--- src/rtl/rect_raster_pkg.sv ---
// rtl/rect_raster_pkg.sv - shared state, descriptor type and clipping helper for the raster engine
package rect_raster_pkg;

    localparam int RECT_XW = 10;
    localparam int RECT_DW = 8;

    typedef enum logic [2:0] {
        IDLE      = 3'd0,
        CLEAR     = 3'd1,
        NEXT_RECT = 3'd2,
        DRAW      = 3'd3,
        FINISH    = 3'd4
    } state_e;

    typedef struct packed {
        logic               en;
        logic [RECT_XW-1:0] x;
        logic [RECT_XW-1:0] y;
        logic [RECT_XW-1:0] w;
        logic [RECT_XW-1:0] h;
        logic [RECT_DW-1:0] color;
    } rect_t;

    // One extra bit keeps start+size from wrapping before the screen-edge clamp.
    function automatic logic [RECT_XW:0] clip_end(input logic [RECT_XW-1:0] start,
                                                  input logic [RECT_XW-1:0] size,
                                                  input logic [RECT_XW:0]   limit);
        logic [RECT_XW:0] sum;
        sum = {1'b0, start} + {1'b0, size};
        return (sum < limit) ? sum : limit;
    endfunction

endpackage

--- src/rtl/rect_raster_engine_raster_scan.sv ---
// rtl/rect_raster_engine_raster_scan.sv - 2-D raster counter over [x0,x_end) x [y0,y_end)
module raster_scan #(
    parameter int XW = 10
) (
    input  logic          clk_i,
    input  logic          rst_i,
    input  logic          load_i,
    input  logic [XW-1:0] x0_i,
    input  logic [XW-1:0] y0_i,
    input  logic [XW:0]   x_end_i,
    input  logic [XW:0]   y_end_i,
    input  logic          advance_i,
    output logic [XW-1:0] x_o,
    output logic [XW-1:0] y_o,
    output logic          last_o
);

    logic [XW-1:0] x_q, y_q, x0_q;
    logic [XW:0]   xe_q, ye_q;
    logic [XW:0]   x_inc, y_inc;
    logic          row_end;

    assign x_inc   = {1'b0, x_q} + (XW+1)'(1);
    assign y_inc   = {1'b0, y_q} + (XW+1)'(1);
    assign row_end = (x_inc == xe_q);
    assign last_o  = row_end && (y_inc == ye_q);
    assign x_o     = x_q;
    assign y_o     = y_q;

    always_ff @(posedge clk_i) begin
        if (rst_i) begin
            x_q  <= '0;
            y_q  <= '0;
            x0_q <= '0;
            xe_q <= '0;
            ye_q <= '0;
        end else if (load_i) begin
            x_q  <= x0_i;
            y_q  <= y0_i;
            x0_q <= x0_i;
            xe_q <= x_end_i;
            ye_q <= y_end_i;
        end else if (advance_i) begin
            if (row_end) begin
                x_q <= x0_q;
                y_q <= y_inc[XW-1:0];
            end else begin
                x_q <= x_inc[XW-1:0];
            end
        end
    end

endmodule

--- src/rtl/rect_raster_engine.sv ---
// rtl/rect_raster_engine.sv - clears the back buffer then paints up to NUM_RECT clipped rectangles
module rect_raster_engine
    import rect_raster_pkg::*;
#(
    parameter int            W        = 320,
    parameter int            H        = 240,
    parameter int            XW       = RECT_XW,
    parameter int            DW       = RECT_DW,
    parameter int            NUM_RECT = 8,
    parameter logic [DW-1:0] BG_COLOR = '0
) (
    input  logic                   CLK,
    input  logic                   RESET,
    input  logic                   frame_start,
    input  logic [NUM_RECT-1:0]    rect_en,
    input  logic [NUM_RECT*XW-1:0] rect_x,
    input  logic [NUM_RECT*XW-1:0] rect_y,
    input  logic [NUM_RECT*XW-1:0] rect_w,
    input  logic [NUM_RECT*XW-1:0] rect_h,
    input  logic [NUM_RECT*DW-1:0] rect_color,
    input  logic                   wr_ready,
    output logic [XW-1:0]          draw_x,
    output logic [XW-1:0]          draw_y,
    output logic [DW-1:0]          draw_color,
    output logic                   wr_en,
    output logic                   busy,
    output logic                   swap_req,
    output logic [7:0]             overrun_cnt
);

    localparam logic [XW:0] W_L = (XW+1)'(W);
    localparam logic [XW:0] H_L = (XW+1)'(H);

    state_e        state_q, state_d;
    rect_t         rects_q [NUM_RECT];
    rect_t         cur;
    logic [4:0]    idx_q, idx_d;
    logic [DW-1:0] color_q, color_d;
    logic [7:0]    overrun_q;

    logic          writing, hs, drawable, last_slot;
    logic          scan_load, scan_last;
    logic [XW-1:0] scan_x0, scan_y0, scan_x, scan_y;
    logic [XW:0]   scan_xe, scan_ye;

    // Descriptor of the slot currently under evaluation; slot index may run one past the end.
    always_comb begin
        cur = '0;
        for (int i = 0; i < NUM_RECT; i++) begin
            if (idx_q == 5'(i)) cur = rects_q[i];
        end
    end

    assign drawable  = cur.en && (cur.w != '0) && (cur.h != '0)
                       && ({1'b0, cur.x} < W_L) && ({1'b0, cur.y} < H_L);
    assign last_slot = (idx_q == 5'(NUM_RECT - 1));
    assign writing   = (state_q == CLEAR) || (state_q == DRAW);
    assign hs        = writing && wr_ready;

    always_comb begin
        state_d   = state_q;
        idx_d     = idx_q;
        color_d   = color_q;
        scan_load = 1'b0;
        scan_x0   = '0;
        scan_y0   = '0;
        scan_xe   = W_L;
        scan_ye   = H_L;
        case (state_q)
            IDLE: begin
                if (frame_start) begin
                    state_d   = CLEAR;
                    scan_load = 1'b1;
                end
            end
            CLEAR: begin
                if (hs && scan_last) begin
                    state_d = NEXT_RECT;
                    idx_d   = '0;
                end
            end
            NEXT_RECT: begin
                if (idx_q >= 5'(NUM_RECT)) begin
                    state_d = FINISH;
                end else if (drawable) begin
                    scan_load = 1'b1;
                    scan_x0   = cur.x;
                    scan_y0   = cur.y;
                    scan_xe   = clip_end(cur.x, cur.w, W_L);
                    scan_ye   = clip_end(cur.y, cur.h, H_L);
                    color_d   = cur.color;
                    state_d   = DRAW;
                end else if (last_slot) begin
                    state_d = FINISH;
                end else begin
                    idx_d = idx_q + 5'd1;
                end
            end
            DRAW: begin
                if (hs && scan_last) begin
                    idx_d   = idx_q + 5'd1;
                    state_d = NEXT_RECT;
                end
            end
            FINISH:  state_d = IDLE;
            default: state_d = IDLE;
        endcase
    end

    always_ff @(posedge CLK) begin
        if (RESET) begin
            state_q   <= IDLE;
            idx_q     <= '0;
            color_q   <= '0;
            overrun_q <= '0;
            for (int i = 0; i < NUM_RECT; i++) rects_q[i] <= '0;
        end else begin
            state_q <= state_d;
            idx_q   <= idx_d;
            color_q <= color_d;
            if (frame_start && (state_q != IDLE) && (overrun_q != 8'hFF)) begin
                overrun_q <= overrun_q + 8'd1;
            end
            if ((state_q == IDLE) && frame_start) begin
                for (int i = 0; i < NUM_RECT; i++) begin
                    rects_q[i] <= '{en:    rect_en[i],
                                    x:     rect_x[i*XW +: XW],
                                    y:     rect_y[i*XW +: XW],
                                    w:     rect_w[i*XW +: XW],
                                    h:     rect_h[i*XW +: XW],
                                    color: rect_color[i*DW +: DW]};
                end
            end
        end
    end

    raster_scan #(.XW(XW)) u_scan (
        .clk_i     (CLK),
        .rst_i     (RESET),
        .load_i    (scan_load),
        .x0_i      (scan_x0),
        .y0_i      (scan_y0),
        .x_end_i   (scan_xe),
        .y_end_i   (scan_ye),
        .advance_i (hs),
        .x_o       (scan_x),
        .y_o       (scan_y),
        .last_o    (scan_last)
    );

    assign wr_en       = writing;
    assign draw_x      = writing ? scan_x : '0;
    assign draw_y      = writing ? scan_y : '0;
    assign draw_color  = (state_q == CLEAR) ? BG_COLOR : ((state_q == DRAW) ? color_q : '0);
    assign busy        = (state_q != IDLE);
    assign swap_req    = (state_q == FINISH);
    assign overrun_cnt = overrun_q;

endmodule

--- config.mk ---
export PLATFORM = sky130hd
export DESIGN_NAME = rect_raster_engine
export DESIGN_NICKNAME = d
export VERILOG_FILES = /design/src/rtl/rect_raster_pkg.sv /design/src/rtl/rect_raster_engine_raster_scan.sv /design/src/rtl/rect_raster_engine.sv
export SDC_FILE = /design/constraint.sdc
export NUM_CORES = 1
export LEC_CHECK = 0
export BUFFER_PORTS_ARGS = -buffer_cell sky130_fd_sc_hd__buf_4
export CAP_MARGIN = 20
export CORE_UTILIZATION = 40
export CTS_CLUSTER_SIZE = 24
export DETAILED_ROUTE_END_ITERATION = 16
export PLACE_DENSITY = 0.62
export SYNTH_ARGS = -nofsm -noshare
export SYNTH_HDL_FRONTEND = slang
export SYNTH_HIERARCHICAL = 1
export SYNTH_SLANG_ARGS = --single-unit
--- constraint.sdc ---
create_clock -name CLK -period 15.55 [get_ports CLK]
set_clock_uncertainty 0.05 [all_clocks]
set_input_delay 3.11 -clock CLK [delete_from_list [all_inputs] [get_ports CLK]]
set_output_delay 3.11 -clock CLK [all_outputs]
set_load 0.01 [all_outputs]
==> impl_metrics.py <==
metrics = {
    "clock_tree": {
        "clkSinkCount": 468,
        "clock_latency_ns": 0.60,
        "clk_pin_slew_ns": 0.06,
        "cts_setup_buffers": 0,
        "numCtsBuffers": 51,
        "ctsResizeCount": 0,
        "cts_root_buf": "clkbuf_16",
        "cts-hold-fix-buffers": 0,
        "h-tree-depth": 2,
        "tritoncts": "yes",
        "cts_buffer_depth": 3,
    },
    "setup_path": {
        "critPathRequiredTime_ns": 16.01,
        "timing.rr.start": "idx_q[0]",
        "rrSetupSlack_ns": 8.95,
        "reg2reg_to": "u_scan/x_o[0]",
        "startpoint": "idx_q[0]",
        "arrival_ns": 7.05,
        "startpoint_type": "flop",
        "ff2ff_path_depth": 17,
        "critPathMaxFanout": 58,
        "worstSetupPathType": "flop to flop",
        "crit_path_end_kind": "flop",
        "crit_end": "u_scan/x_o[0]",
    },
    "route": {
        "drt_pre_antenna_iters": 6,
        "num_vias": 18300,
        "finalWirelength_um": 77700,
        "post_drt_wl_per_cell_um": 23.5,
        "drt_iter0_drc": 2068,
        "vias_per_cell": 5.54,
        "ant_nets": 0,
        "drc": 0,
    },
    "finish": {
        "nFillCells": 5273,
        "synthToLayoutAreaGrowth_pct": 24.1,
        "seqCellArea_mm2": 0.0133,
        "drive_above_1_share_pct": 23.2,
        "fin_util_pct": 50.3,
        "finalNetCount": 2919,
        "multiInputGateArea_mm2": 0.00955,
    },
    "placed_design": {
        "place.gp.congestion": 0.957,
        "io_buffers": 434,
        "dp_hpwl_um": 57300,
        "pre_cts_slack_ns": 8.43,
    },
    "timing": {
        "fin_tns_setup_ns": 0,
        "hold_viol_final": 0,
        "tightest_slew_ns": 1.07,
        "rsz0062_at_grt": "no",
        "layout_min_cycle_time_ns": 6.60,
        "final-setup-viol-count": 0,
        "hold_ws_ns": 0.407,
        "slew_headroom_pct": 28.7,
        "slew_violations": 0,
        "period_share_pct": 42.4,
        "fmax_mhz": 152,
        "layout_setup_ws_ns": 8.95,
    },
    "yosys": {
        "synth_compound_area_share_pct": 14.9,
        "synthAdderAreaFrac_pct": 1.61,
        "synth-simple-area-share_pct": 20.6,
        "synth-async-reset-ratio_pct": 0,
        "syn-instance-count": 2116,
        "yosysWarnings": 6,
        "synthMuxAreaShare_pct": 1.71,
        "ys_ff_latch": 468,
        "synth_top_flop_cell": "edfxtp_1",
        "synth_top_family_by_area": "simple AND/OR/NAND/NOR gates",
        "synthDistinctLibCells": 91,
        "synth_seq_area_share_pct": 56.6,
        "synth-edff-count": 392,
        "avgSynthCellArea_um2": 11.1,
        "synth_xor_area_share_pct": 1.45,
        "synthesis.area_mm2": 0.0235,
    },
    "min_path": {
        "hold_class": "flop to flop",
    },
    "global_routing": {
        "track_usage_pct": 25.3,
        "grt_max_degree": 153,
        "antenna_found_initial": 4,
        "grt.overflow.total": 0,
        "grt_pass1_wl_um": 113000,
        "grt_pass1_vias": 18000,
    },
    "die": {
        "chipWidth_um": 244,
        "io_pins": 435,
        "die-area_mm2": 0.0597,
        "num_rows": 88,
        "die_y_um": 244,
        "initial_utilization_pct": 40.6,
        "core_area_mm2": 0.0579,
    },
    "outcome": {
        "status": "complete, no violations",
    },
    "run": {
        "maxCapViolCount": 0,
    },
    "pwr": {
        "ir_worst_vdd_mv": 0.0775,
        "p_leak_nw": 11.5,
        "power.density_mw_per_mm2": 121,
    },
}
sequential cells by signal, summed over array words and instances (netlist names):
signal       cells
color_q          8
idx_q            5
overrun_cnt      8
rects_q        392
state_q          3
u_scan/x0_q     10
u_scan/x_o      10
u_scan/xe_q     11
u_scan/y_o      10
u_scan/ye_q     11
stage by stage:
step	instances	total power [mW]	cell area [um2]
after floorplan	2124	2.03	23500
after global placement	3202	2.31	27400
after detailed placement	3202	2.32	27400
after CTS	3293	3.54	29100
after global routing	3301	3.66	29100
final	3302	3.53	29100
kinds of logic after synthesis:
logic type / after synthesis
other cells: 1
mux: 40
buf+inv: 182
fa+ha+maj: 29
compound gates: 515
flops: 468
simple gates: 842
xor+xnor: 39
per-layer routing:
layer / part of all wire [%] / up-vias / global-route usage (%)
met5: 0 / - / 0
li1: - / 8545 / -
met1: 44 / 8903 / 35.4
met4: 1.9 / 0 / 6.01
met3: 7.1 / 93 / 4.39
met2: 47 / 766 / 40.8
power breakdown:
part | total (mW) | internal [mW] | switching (mW)
Combinational | 0.772 | 0.299 | 0.473
Clock | 1.22 | 0.711 | 0.507
Sequential | 1.54 | 1.49 | 0.0519
Total | 3.53 | 2.50 | 1.03
cell usage in the layout, fill, tap and decap left out, types with 6 or more instances in the layout:
master and n:
edfxtp_1 392, o22ai_1 35, o21a_1 11, nor2b_1 114, o22a_1 6, nor3_1 24
and3_1 21, bufinv_16 6, ha_1 25, nand2_1 90, or3_1 12, a31oi_1 18
and2_1 337, o211ai_1 53, nand4_1 15, a221o_1 22, o21ai_0 116, nor2_1 110
nand2b_1 27, a22oi_1 31, conb_1 9, clkinv_2 8, buf_4 466, clkbuf_1 10
a22o_1 8, a21oi_1 98, clkinv_1 9, inv_1 26, a211oi_1 9, o221ai_1 9
clkbuf_16 51, mux2i_1 38, xor2_1 21, nor4_1 10, a221oi_1 27, nand3_1 29
xnor2_1 18, a21o_1 15, dfxtp_1 76
cell type report:
cell class | instances | share of cell area [%]
flip-flops and latches | 468 | 45.6
multi-input cells | 1474 | 32.8
repair buffers | 471 | 12.3
clock buffers | 63 | 4.60
well taps | 765 | 3.28
clock inverters | 28 | 1.06
inverters | 28 | 0.361
diodes | 5 | 0.0429
synth_stat cells (all sizes together), types with 18 or more instances:
library cell    n  area [um2]
nand2          92         345
a21oi          98         490
clkbuf        117         439
a221o          22         220
dfxtp          76        1520
nor3           25         130
buf            37         201
xnor2          18         158
a221oi         27         236
nor2b         115         719
edfxtp        392       11800
ha             27         338
inv            27         101
o21ai         119         596
nor2          112         420
xor2           21         184
nand2b         27         169
a31oi          18         113
a22oi          31         233
o211ai         53         398
mux2i          38         380
nand3          30         163
and3           21         131
and2          339        2120
o22ai          35         219
worst max-delay path: stages (launching register included):
cell,delay (ns)
dfxtp_1,0.38
inv_1,0.11
ha_2,0.17
buf_4,0.51
nand3b_1,0.79
o21ai_0,0.90
a311oi_1,0.30
or4b_1,0.61
o31a_1,0.33
and4bb_1,0.21
buf_4,0.24
inv_1,0.12
nand2_2,0.05
buf_4,0.37
inv_1,0.71
and3_1,0.27
a21oi_1,0.05
a31oi_1,0.23
worst min path at each step:
stage / startpoint / endpoint / slack (ns) / cells past startpoint
CTS: u_scan/x0_q[4] / u_scan/x0_q[4] / 0.41 / 2
floorplan: u_scan/x0_q[4] / u_scan/x0_q[4] / 0.39 / 2
global route: u_scan/x0_q[5] / u_scan/x0_q[5] / 0.44 / 2
detailed placement: u_scan/x0_q[4] / u_scan/x0_q[4] / 0.40 / 2
finish: u_scan/x0_q[4] / u_scan/x0_q[4] / 0.41 / 2
global placement: u_scan/x0_q[4] / u_scan/x0_q[4] / 0.39 / 2
Note: power is estimated with default switching activity, not from simulation.
